<file path="config.mk">
export PLATFORM = sky130hd
export DESIGN_NAME = mem_dump_reader
export DESIGN_NICKNAME = d
export VERILOG_FILES = /design/src/rtl/mem_dump_pkg.sv /design/src/rtl/mem_dump_reader.sv
export SDC_FILE = /design/constraint.sdc
export NUM_CORES = 1
export LEC_CHECK = 0
export ABC_AREA = 1
export BUFFER_PORTS_ARGS = -buffer_cell sky130_fd_sc_hd__buf_2
export CAP_MARGIN = 20
export CORE_MARGIN = 1.5
export CORE_UTILIZATION = 30
export CTS_BUF_LIST = sky130_fd_sc_hd__clkbuf_8
export CTS_CLUSTER_SIZE = 8
export DETAILED_ROUTE_END_ITERATION = 8
export PLACE_DENSITY = 0.52
export SYNTH_ARGS = -nofsm -noshare
export SYNTH_HDL_FRONTEND = slang
export SYNTH_SLANG_ARGS = --single-unit
</file>
<file path="constraint.sdc">
create_clock -name clk -period 3.7 [get_ports clk]
set_input_delay 0.185 -clock clk [delete_from_list [all_inputs] [get_ports clk]]
set_output_delay 0.185 -clock clk [all_outputs]
set_load 0.01 [all_outputs]
</file>
<file path="src/rtl/mem_dump_pkg.sv">
`default_nettype none
// ============================================================================
//  Module   : mem_dump_pkg
//  Purpose  : Shared definitions for the memory dump reader: the FSM state
//             encoding, the checksum rotate helper and the read-latency limit.
//  Ports    : none (package)
//  Config   : MEM_DUMP_CHECKSUM_EN (consumer of rotl1 in mem_dump_reader)
//  Revision : 1.0 - initial release
// ============================================================================
package mem_dump_pkg;

    // Deepest read pipeline the latency counter is sized for.
    localparam int MAX_READ_LATENCY = 3;

    typedef enum logic [2:0] {
        IDLE = 3'd0,
        READ = 3'd1,
        WAIT = 3'd2,
        SEND = 3'd3,
        DONE = 3'd4
    } dump_state_t;

    // Rotate left by one within the low 'width' bits of a 64-bit carrier.
    // Bits above 'width' in 'value' must be zero; they are zero in the result.
    function automatic logic [63:0] rotl1(input logic [63:0] value, input int width);
        logic [63:0] mask;
        mask = (width >= 64) ? {64{1'b1}} : ((64'd1 << width) - 64'd1);
        return ((value << 1) | (value >> (width - 1))) & mask;
    endfunction

endpackage
`default_nettype wire

</file>
<file path="src/rtl/mem_dump_reader.sv">
`default_nettype none
// ============================================================================
//  Module   : mem_dump_reader
//  Purpose  : Walks a contiguous word range through a synchronous read port
//             and streams each word out over valid/ready with its address
//             and a last flag.
//  Ports    : clk, reset            - clock, synchronous active-high reset
//             start, base_addr,
//             word_count            - dump request (sampled only when idle)
//             mem_rd_en, mem_addr,
//             mem_rd_data           - read port (READ_LATENCY cycles)
//             out_valid, out_ready,
//             out_data, out_addr,
//             out_last              - output beat stream
//             busy, done            - status; done is a one-cycle pulse
//             checksum              - rotl1/xor signature of sent words
//  Config   : MEM_DUMP_CHECKSUM_EN adds the checksum port and its logic.
//  Revision : 1.0 - initial release
// ============================================================================
module mem_dump_reader
    import mem_dump_pkg::*;
#(
    parameter int ADDR_WIDTH   = 8,
    parameter int DATA_WIDTH   = 32,
    parameter int READ_LATENCY = 1
) (
    input  logic                  clk,
    input  logic                  reset,
    input  logic                  start,
    input  logic [ADDR_WIDTH-1:0] base_addr,
    input  logic [ADDR_WIDTH:0]   word_count,
    output logic                  mem_rd_en,
    output logic [ADDR_WIDTH-1:0] mem_addr,
    input  logic [DATA_WIDTH-1:0] mem_rd_data,
    output logic                  out_valid,
    input  logic                  out_ready,
    output logic [DATA_WIDTH-1:0] out_data,
    output logic [ADDR_WIDTH-1:0] out_addr,
    output logic                  out_last,
    output logic                  busy,
`ifdef MEM_DUMP_CHECKSUM_EN
    output logic [DATA_WIDTH-1:0] checksum,
`endif
    output logic                  done
);

    localparam logic [1:0]          c_LAT_LOAD = 2'(READ_LATENCY - 1);
    localparam logic [ADDR_WIDTH:0] c_CNT_ONE  = 1;
    localparam logic [ADDR_WIDTH-1:0] c_ADDR_ONE = 1;

    generate
        if (READ_LATENCY < 1 || READ_LATENCY > MAX_READ_LATENCY) begin : g_bad_read_latency
            $error("mem_dump_reader: READ_LATENCY must be 1..MAX_READ_LATENCY");
        end
        if (DATA_WIDTH > 64) begin : g_bad_data_width
            $error("mem_dump_reader: DATA_WIDTH must not exceed 64");
        end
    endgenerate

    dump_state_t             r_state_q,     w_state_d;
    logic [ADDR_WIDTH-1:0]   r_addr_q,      w_addr_d;
    logic [ADDR_WIDTH:0]     r_remaining_q, w_remaining_d;
    logic [1:0]              r_lat_q,       w_lat_d;
    logic [DATA_WIDTH-1:0]   r_data_q,      w_data_d;

    logic w_start_accept;
    logic w_handshake;
    logic w_last;

    assign w_start_accept = (r_state_q == IDLE) && start;
    assign w_handshake    = (r_state_q == SEND) && out_ready;
    assign w_last         = (r_remaining_q == c_CNT_ONE);

    always_comb begin
        w_state_d     = r_state_q;
        w_addr_d      = r_addr_q;
        w_remaining_d = r_remaining_q;
        w_lat_d       = r_lat_q;
        w_data_d      = r_data_q;
        case (r_state_q)
            IDLE: begin
                if (w_start_accept) begin
                    w_addr_d      = base_addr;
                    w_remaining_d = word_count;
                    w_state_d     = (word_count == '0) ? DONE : READ;
                end
            end
            READ: begin
                w_lat_d   = c_LAT_LOAD;
                w_state_d = WAIT;
            end
            WAIT: begin
                // The read data is valid during the last WAIT cycle only.
                if (r_lat_q == 2'd0) begin
                    w_data_d  = mem_rd_data;
                    w_state_d = SEND;
                end else begin
                    w_lat_d = r_lat_q - 2'd1;
                end
            end
            SEND: begin
                if (w_handshake) begin
                    w_remaining_d = r_remaining_q - c_CNT_ONE;
                    if (w_last) begin
                        w_state_d = DONE;
                    end else begin
                        // Natural overflow gives the wrap past the top address.
                        w_addr_d  = r_addr_q + c_ADDR_ONE;
                        w_state_d = READ;
                    end
                end
            end
            DONE:    w_state_d = IDLE;
            default: w_state_d = IDLE;
        endcase
    end

    always_ff @(posedge clk) begin
        if (reset) begin
            r_state_q     <= IDLE;
            r_addr_q      <= '0;
            r_remaining_q <= '0;
            r_lat_q       <= '0;
            r_data_q      <= '0;
        end else begin
            r_state_q     <= w_state_d;
            r_addr_q      <= w_addr_d;
            r_remaining_q <= w_remaining_d;
            r_lat_q       <= w_lat_d;
            r_data_q      <= w_data_d;
        end
    end

    assign mem_rd_en = (r_state_q == READ);
    assign mem_addr  = r_addr_q;
    assign out_valid = (r_state_q == SEND);
    assign out_data  = r_data_q;
    assign out_addr  = r_addr_q;
    assign out_last  = (r_state_q == SEND) && w_last;
    assign busy      = (r_state_q == READ) || (r_state_q == WAIT) || (r_state_q == SEND);
    assign done      = (r_state_q == DONE);

`ifdef MEM_DUMP_CHECKSUM_EN
    logic [DATA_WIDTH-1:0] r_checksum_q, w_checksum_d;
    logic [63:0]           w_rot_full;

    assign w_rot_full = rotl1(64'(r_checksum_q), DATA_WIDTH);

    always_comb begin
        w_checksum_d = r_checksum_q;
        if (w_start_accept) begin
            w_checksum_d = '0;
        end else if (w_handshake) begin
            w_checksum_d = w_rot_full[DATA_WIDTH-1:0] ^ r_data_q;
        end
    end

    always_ff @(posedge clk) begin
        if (reset) begin
            r_checksum_q <= '0;
        end else begin
            r_checksum_q <= w_checksum_d;
        end
    end

    assign checksum = r_checksum_q;
`endif

endmodule
`default_nettype wire

</file>
==> impl_metrics.yaml <==
run_status:
  status: "complete, no violations"
finish:
  layout-drive-gt1-share: 0.2779
  syn_to_final_growth_pct: 24.74
  final_util: 0.3838
  antenna_cells: 0
  layout.cells.non_filler: 601
  nets: 549
sta:
  setup_slack_ps: 1683
  setup_viol: 0
  fin_crit_ps: 2017
  max_slew_margin: 0.5796
  drv_slew: 0
  fmax_ghz: 0.4957
  hold_viol: 0
  finalSetupTns_ps: 0
  fin_crit_sh: 0.5452
  fin_skew_ps: 12.28
  hold_ws_ps: 89.62
  tightest_slew_ps: 629.2
  rsz0062_at_grt: "no"
die:
  fp.coreArea_mm2: 0.008678
  pin_count: 106
  die_area_mm2: 0.009475
  die_y_um: 97.34
  start_util: 0.3077
  die_w_um: 97.34
  num_rows: 34
clock_network:
  cts.sinks: 54
  cts.path.max_buffers: 2
  cts_tree: "done"
  hold_buffers: 0
  numCtsBuffers: 5
  clockRootBuffer: "clkbuf_8"
  cts_setup_buffers: 0
  clkTransAtPathRegs_ps: 100
  htreeDepth: 2
  post_cts_resized: 0
  clk_latency_ps: 310
logic_synthesis:
  syn_nets: 459
  synth.top_cell.area_share: 0.4049
  synth.ff_latch_count: 54
  ys_warn_count: 0
  synthCells: 402
  synth_area_mm2: 0.002670
  synth.top_cells.by_area: "dfxtp_1 (40%), nor2_1 (13%), nand2_1 (12%), o21ai_0 (8.4%), inv_1 (3.9%)"
  synth.distinct_cells: 30
  ys_seq_area_frac: 0.4049
  avgSynthCellArea_um2: 6.642
  yosys.area.top_type: "dfxtp_1"
pwr:
  power.share.clock: 0.163
  cellLeakagePower_nw: 1.742
  seq_power_share: 0.377
  switching_share: 0.4301
  power_frac_comb: 0.460
  powerDensity_mw_per_mm2: 743.1
  p_switching_w: 0.001064
  peakVddDrop_uv: 256.9
  intPower_w: 0.001411
critical_path:
  cp_max_fo: 33
  critPathBufInv: 3
  cp-end-kind: "register"
  slowest_delay_ps: 500
  path_class: "reg -> reg"
  cp_cell_sequence: "inv_1, nor3_2, inv_2, nor2_4, inv_2, nor2_1, nor2_1"
  required_ps: 3900
  crit_path_top_delay_cell: "nor2_4"
  arrival_ps: 2220
  r2r_setup_slack_ps: 1680
  critPathTopFamily: "simple AND/OR/NAND/NOR gates"
  startpoint_type: "register"
grt:
  grt_antenna_before_repair: 0
  gr-total-overflow: 0
  grt_max_degree: 41
  grt_pass1_wl_um: 11250
  grt_usage: 0.1404
  grt_pass1_vias: 2499
drt:
  post_drt_wl_per_cell_um: 11.04
  drt_iter0_markers: 78
  ant_nets: 0
  vias: 2704
  drcViolationCount: 0
  viasPerCell: 4.499
  first_pass_iters: 4
  wirelength_um: 6633
job:
  maxCapViolCount: 0
place:
  io_buffers: 105
  gp_congestion: 0.7420
  post-place-ws_ps: 1625
  place_hpwl_um: 4759
  post-place-cells: 592
hold_path:
  hold_path.class: "in -> reg"
stage by stage:
stage | area, um2 | total power (W)
3_5_place_dp | 3191 | 0.002092
5_1_grt | 3331 | 0.002719
3_3_place_gp | 3191 | 0.002089
4_1_cts | 3303 | 0.002512
2_1_floorplan | 2670 | 0.001772
6_report | 3331 | 0.002475
registers in the layout, summed over array words and instances, names as in the netlist:
signal,flops
mem_addr,8
out_data,32
r_lat_q,2
r_remaining_q,9
r_state_q,3
synthesized netlist by cell type, drive strengths merged:
cell type	count
buf	20
ha	4
nand2	90
o21ai	53
inv	35
clkbuf	4
o211ai	1
nor3b	1
nor2	97
nor3	3
a21oi	16
nand4	1
nand3b	1
nand3	20
dfxtp	54
or2	2
worst paths after layout:
check                                       from               end  cells after the start
worst max register to register      r_state_q[1]       out_data[7]                      7
worst min register to register  r_remaining_q[5]  r_remaining_q[5]                      2
worst max-delay path                r_state_q[1]       out_data[7]                      7
worst min-delay path             mem_rd_data[16]      out_data[16]                      3
layout make-up:
class	instances	area [um2]
Clock inverter	3	43.79
Clock buffer	5	68.82
Fill cell	923	5348
Multi-Input combinational cell	289	1308
Sequential cell	54	1081
Inverter	35	133.9
Tap cell	108	135.1
Timing Repair Buffer	107	560.5
metal layers:
layer  GRT usage  vias to the layer above  share of wire
met5           0                        -              0
met4     0.02967                        0         0.0086
met3     0.04173                        6          0.077
met2      0.2356                       88           0.44
met1      0.1792                     1170           0.48
li1            -                     1440              -
power groups by stage:
stage / clock, W / sequential, W / combinational [W]
after floorplan: 0 / 0.00100 / 0.000768
after global routing: 0.000445 / 0.000960 / 0.00131
final: 0.000404 / 0.000932 / 0.00114
after CTS: 0.000425 / 0.000932 / 0.00116
after global placement: 0 / 0.000941 / 0.00115
after detailed placement: 0 / 0.000943 / 0.00115
cells in the final DEF, fill, tap and decap left out, types with 6 or more instances in the layout:
cell type,count
dfxtp_1,54
buf_2,105
o21ai_1,7
a21oi_1,12
o21ai_0,45
nand3_1,20
nand2_1,85
nor2_1,95
inv_2,6
inv_1,28
kinds of logic (layout without fill, tap and decap cells):
logic type | after synthesis | in the layout | synth area share
adders and majority gates | 4 | 4 | 0.01874
and+or+nand+nor | 215 | 215 | 0.3318
DFF | 54 | 54 | 0.4049
buffers and inverters | 59 | 150 | 0.1054
AOI/OAI and AO/OA | 70 | 70 | 0.1392
worst register-to-register path, delay by kind of cell, from the launching register on:
kind / cells / cell delay [ps]
buffers and inverters: 3 / 600
flip-flops: 1 / 370
AND/OR/NAND/NOR: 4 / 960
Note: power is estimated with default switching activity, not from simulation.
